<file path="src/rtl/thermostat_ctrl_pkg.sv">
// Shared definitions for the thermostat controller: state encodings, mode
// constants, default temperature width and the state-to-drive decode.
package thermostat_ctrl_pkg;

  localparam int TEMP_W_DEFAULT = 12;

  localparam logic MODE_HEAT = 1'b0;
  localparam logic MODE_COOL = 1'b1;

  typedef enum logic [1:0] {
    ST_IDLE  = 2'b00,
    ST_HEAT  = 2'b01,
    ST_COOL  = 2'b10,
    ST_FAULT = 2'b11
  } state_t;

  typedef struct packed {
    logic a;
    logic b;
    logic fault;
  } drive_t;

  // Heat and cool requests come from distinct states, so they can never be
  // asserted together.
  function automatic drive_t drive_of(state_t s);
    drive_t d;
    d = '0;
    case (s)
      ST_HEAT:  d.a     = 1'b1;
      ST_COOL:  d.b     = 1'b1;
      ST_FAULT: d.fault = 1'b1;
      default:  d       = '0;
    endcase
    return d;
  endfunction

endpackage

</file>
<file path="src/rtl/thermostat_ctrl_sat.sv">
// Saturating up-counter with synchronous clear; at_max flags the ceiling.
// RST_FULL selects whether reset leaves the counter at MAX or at zero.
module sat_counter #(
  parameter int MAX      = 50,
  parameter bit RST_FULL = 1'b0,
  parameter int W        = $clog2(MAX + 1)
) (
  input  logic clock,
  input  logic rst,
  input  logic clear,
  input  logic count,
  output logic at_max
);

  localparam logic [W-1:0] MAX_V = W'(MAX);

  logic [W-1:0] value;

  // Clear has priority over counting; counting stops at MAX.
  always_ff @(posedge clock or posedge rst) begin
    if (rst)
      value <= RST_FULL ? MAX_V : '0;
    else if (clear)
      value <= '0;
    else if (count && (value != MAX_V))
      value <= value + 1'b1;
  end

  assign at_max = (value == MAX_V);

endmodule

</file>
<file path="src/rtl/thermostat_ctrl.sv">
// Thermostat decision block: hysteresis compare of room temperature against
// target, minimum dwell between request changes, and stale-sensor timeout.
//
// state | meaning
// IDLE  | no request; status follows mode_in
// HEAT  | heat request (A) asserted
// COOL  | cool request (B) asserted
// FAULT | no sample for TIMEOUT cycles; all requests off
module thermostat_ctrl
  import thermostat_ctrl_pkg::*;
#(
  parameter int TEMP_W    = TEMP_W_DEFAULT,
  parameter int THRESH    = 20,
  parameter int MIN_DWELL = 50,
  parameter int TIMEOUT   = 1000
) (
  input  logic              clock,
  input  logic              rst,
  output logic              A,
  output logic              B,
  output logic              status,
  input  logic [TEMP_W-1:0] target,
  input  logic [TEMP_W-1:0] meas,
  input  logic              meas_valid,
  input  logic              mode_in,
  output logic              sensor_fault
);

  localparam int CW = TEMP_W + 1;
  localparam logic [CW-1:0] THRESH_X = CW'(THRESH);

  logic [CW-1:0] target_x;
  logic [CW-1:0] meas_x;
  logic          heat_on;
  logic          heat_off;
  logic          cool_on;
  logic          cool_off;

  state_t state_q;
  state_t state_d;
  drive_t drv_d;
  logic   status_d;
  logic   dwell_clr;
  logic   dwell_ok;
  logic   fault_exit;
  logic   stale;
  logic   timeout;

  // One extra bit so adding the band can never wrap.
  assign target_x = {1'b0, target};
  assign meas_x   = {1'b0, meas};

  assign heat_on  = (target_x >= (meas_x + THRESH_X));
  assign cool_on  = ((target_x + THRESH_X) <= meas_x);
  assign heat_off = (target_x <= meas_x);
  assign cool_off = (target_x >= meas_x);

  sat_counter #(
    .MAX      (MIN_DWELL),
    .RST_FULL (1'b1)
  ) u_dwell (
    .clock  (clock),
    .rst    (rst),
    .clear  (dwell_clr),
    .count  (1'b1),
    .at_max (dwell_ok)
  );

  // Counts edges since the last sample minus the current one, so at_max with
  // no sample this cycle means this edge is the TIMEOUT-th without a sample.
  sat_counter #(
    .MAX      (TIMEOUT - 1),
    .RST_FULL (1'b0)
  ) u_timeout (
    .clock  (clock),
    .rst    (rst),
    .clear  (meas_valid),
    .count  (1'b1),
    .at_max (stale)
  );

  assign timeout = stale && !meas_valid;

  // Next state with priority timeout > mode change > hysteresis.
  always_comb begin
    state_d    = state_q;
    fault_exit = 1'b0;
    if (timeout) begin
      state_d = ST_FAULT;
    end else begin
      case (state_q)
        ST_FAULT: begin
          if (meas_valid) begin
            state_d    = ST_IDLE;
            fault_exit = 1'b1;
          end
        end
        ST_HEAT: begin
          if (mode_in != status)
            state_d = ST_IDLE;
          else if (meas_valid && dwell_ok && heat_off)
            state_d = ST_IDLE;
        end
        ST_COOL: begin
          if (mode_in != status)
            state_d = ST_IDLE;
          else if (meas_valid && dwell_ok && cool_off)
            state_d = ST_IDLE;
        end
        ST_IDLE: begin
          if (meas_valid && dwell_ok) begin
            if ((status == MODE_HEAT) && heat_on)
              state_d = ST_HEAT;
            else if ((status == MODE_COOL) && cool_on)
              state_d = ST_COOL;
          end
        end
        default: state_d = ST_IDLE;
      endcase
    end
  end

  // Output decode, dwell restart on any request change, status load in IDLE.
  always_comb begin
    drv_d     = drive_of(state_d);
    dwell_clr = fault_exit || (drv_d.a != A) || (drv_d.b != B);
    status_d  = (state_q == ST_IDLE) ? mode_in : status;
  end

  // State and registered outputs; reset drops requests immediately.
  always_ff @(posedge clock or posedge rst) begin
    if (rst) begin
      state_q      <= ST_IDLE;
      A            <= 1'b0;
      B            <= 1'b0;
      sensor_fault <= 1'b0;
      status       <= MODE_HEAT;
    end else begin
      state_q      <= state_d;
      A            <= drv_d.a;
      B            <= drv_d.b;
      sensor_fault <= drv_d.fault;
      status       <= status_d;
    end
  end

endmodule

</file>
<file path="config.mk">
export PLATFORM = sky130hd
export DESIGN_NAME = thermostat_ctrl
export DESIGN_NICKNAME = d
export VERILOG_FILES = /design/src/rtl/thermostat_ctrl_pkg.sv /design/src/rtl/thermostat_ctrl_sat.sv /design/src/rtl/thermostat_ctrl.sv
export SDC_FILE = /design/constraint.sdc
export NUM_CORES = 1
export LEC_CHECK = 0
export ABC_AREA = 1
export CORE_ASPECT_RATIO = 0.6
export CORE_MARGIN = 2
export CORE_UTILIZATION = 51
export DETAILED_ROUTE_END_ITERATION = 8
export GPL_TIMING_DRIVEN = 0
export PLACE_DENSITY = 0.77
export REMOVE_ABC_BUFFERS = 1
export SLEW_MARGIN = 20
export SYNTH_ARGS = -nofsm -noshare
export SYNTH_HDL_FRONTEND = slang
export SYNTH_SLANG_ARGS = --single-unit
</file>
<file path="constraint.sdc">
create_clock -name clock -period 1.79 [get_ports clock]
set_clock_uncertainty 0.1 [all_clocks]
set_input_delay 0.358 -clock clock [delete_from_list [all_inputs] [get_ports clock]]
set_output_delay 0.358 -clock clock [all_outputs]
set_load 0.01 [all_outputs]
</file>
==> results.txt <==
Buffers on Ports - 31
share of layout cells above drive strength 1 - 27.5%
Remaining DRCs - 0
Die Height - 58.0 um
status - finished with violations
measured slew at the worst slew-check pin - 860 ps
Synth area leaders - dfrtp_1, ha_1, nand2_1, inv_1, xor2_1
Clock Tree Buf Depth - 2
grt total ovfl - 0
post-synth top area cell - dfrtp_1
Setup TNS - -9280 ps
most common cell after layout, fill and taps aside - nand2_1
first-pass GRT wire length - 10,200 um
achievable frequency - 362 MHz
first drt pass iteration count - 5
ANT cells - 0
post-synthesis cell type count - 32
Pwr Total - 1.85 mW
FF+latch area - 554 um2
Static Leakage - 1.71 nW
number of global-route vias before repair - 2,174
Tmin final - 2760 ps
post-DP HPWL - 4460 um
top cell type's share of synthesized area - 19.2%
setup ws final - -972 ps
CTS sink count - 22
final setup violation count - 11
Syn Std Cell Area - 2480 um2
root buffer cell - clkbuf_8
RSZ-0062 raised after global routing - true
post-synthesis sequential area ratio - 22.3%
Power Dens Cells - 561 nW/um2
Avg Cell Area, Syn - 7.24 um2
Max VDD drop - 0.378 mV
failing checks - negative setup slack
fill cell count - 354
commonest non-fill, non-tap cells in the layout - nand2_1, inv_1, ha_1
vias - 2,371
total CTS buffers - 3
combined area of the multi-input logic cells - 1900 um2
worst-skew pair later-pin latency - 270 ps
Hold WC Path Type - flip-flop to flip-flop
fin. max-slew vios - 0
critical setup path kind - input pin to flip-flop
H-tree depth - 1
CP required - 1850 ps
cts hold-fix bufs - 0
Crit Path Max Fanout - 6
fin nets - 466
Startpoint Class - input pin
die area - 5460 um2
Syn-to-layout area delta - 32.9%
Post-Route WL - 6420 um
slew margin rel. - 42.6%
Max-cap violations - 0
Die W - 94.1 um
antenna violations before repair - 0
# rows - 19
crit path DAT - 2820 ps
routability cong. - 0.884
Overall Global Routing Usage - 23.8%
CTS tree - built
largest net degree at the start of global routing - 23
initial drt markers - 173
Syn. warnings - 0
vias per cell - 5.12
endpoints failing hold - 0
Initial Util - 53.5%
core area - 4640 um2
I/O pin total - 32
routed length per instance - 13.9 um
#FFs+latches synth - 22
CP endpoint kind - flip-flop
post-synthesis instance total - 343
Final Cycle Share - 154%
DP Worst Slack - -1980 ps
Reg clk slew, reported paths - 80 ps
Final ANT Viol Nets - 0
-- cell type report --
| class | instances | share of cell area, % |
|---|---|---|
| Clock buffer | 4 | 1.37 |
| Timing Repair Buffer | 54 | 14.7 |
| Inverter | 61 | 7.17 |
| Tap cell | 63 | 2.39 |
| Multi-Input combinational cell | 259 | 57.6 |
| Sequential cell | 22 | 16.8 |
-- sequential cells by signal, indices dropped and copies added (netlist names) --
signal           cells
status               1
A                    1
B                    1
state_q              2
sensor_fault         1
u_dwell.value        6
u_timeout.value     10
-- synth_stat cells --
master	n
nor3_4	1
nand3_1	18
nor2_2	7
inv_2	3
a21o_1	1
o21bai_1	1
nor4_1	3
inv_1	57
xnor2_1	6
nand3_2	4
nand2_4	2
and2_1	1
dfrtp_1	19
nor2_4	5
xor2_1	18
ha_1	37
or2_2	1
nand2_2	3
and3_1	1
buf_6	1
a21oi_2	1
nor2_1	32
nand2_1	78
dfstp_2	3
o21ai_0	3
a21oi_1	16
nor3_2	1
nand3b_1	2
nand4_4	2
nand4_1	6
nor3_1	9
inv_8	1
-- per-layer routing --
metal	wire, um	up-vias	share of wire [%]	GRT usage (%)
met1	3090	1080	48	37.7
met5	0	-	0	0
li1	-	1204	-	-
met3	576	6	9.0	3.64
met2	2700	81	42	35.0
met4	57	0	0.89	3.31
-- stage by stage --
| stage | cells | instance area (um2) | hold WS [ps] | util [%] |
|---|---|---|---|---|
| after global routing | 463 | 3300 | 513 | 71.1 |
| after floorplan | 342 | 2470 | 245 | - |
| after detailed placement | 436 | 2860 | 406 | 61.7 |
| final | 463 | 3300 | 453 | 71.1 |
| after CTS | 457 | 3170 | 440 | 68.3 |
| after global placement | 436 | 2860 | 387 | 61.7 |
-- where the power goes --
| part | internal, mW | total [mW] | switching (mW) |
|---|---|---|---|
| logic | 0.364 | 0.815 | 0.450 |
| clock network | 0.159 | 0.326 | 0.166 |
| registers | 0.604 | 0.712 | 0.108 |
-- worst paths after layout --
check	from	end	slack [ps]	cells after the start
worst max register to register	u_dwell.value[1]$_DFFE_PP1P_	u_dwell.value[2]$_DFFE_PP0P_	-370	13
worst min-delay path	u_timeout.value[1]$_DFFE_PP0P_	u_timeout.value[1]$_DFFE_PP0P_	450	2
min in group asynchronous	rst	u_timeout.value[6]$_DFFE_PP0P_	460	2
max in group asynchronous	rst	u_timeout.value[2]$_DFFE_PP0P_	600	2
worst max-delay path	target[2]	u_dwell.value[2]$_DFFE_PP0P_	-970	22
worst min register to register	u_timeout.value[1]$_DFFE_PP0P_	u_timeout.value[1]$_DFFE_PP0P_	450	2
-- worst max-delay path, cell delays in order --
cell     delay [ps]
buf_8            90
ha_4            150
nor2_4           50
nor2_4           90
nand3_2          90
buf_6           130
xor2_2          130
ha_1            340
nand2_2          80
buf_6           120
nor3_4          240
nand2_1         100
nand2_1          80
nand2_2          50
nand2_2          80
nand2_2          80
nor2_4          130
nand3_2          80
nand2_2          70
nand2_2          60
nand2_4         150
nor2_2           60
-- kinds of logic (layout without fill, tap and decap cells) --
kind of cell             after synthesis  count (layout)  synth area share, %
AND/OR/NAND/NOR                      176             176                 35.8
flip-flops                            22              22                 22.3
AO/OA/AOI/OAI                         22              22                 4.79
buffers and inverters                 62             119                 9.98
XOR/XNOR                              24              24                 8.47
adder cells (fa/ha/maj)               37              37                 18.6
-- timing repair --
action	4_1_cts	5_1_grt
gates cloned	0	0
gates resized for setup	85	27
pin swaps	39	30
buffers inserted	17	9
endpoints found under the setup margin	12	12
Power figures use the tool's default switching activity.
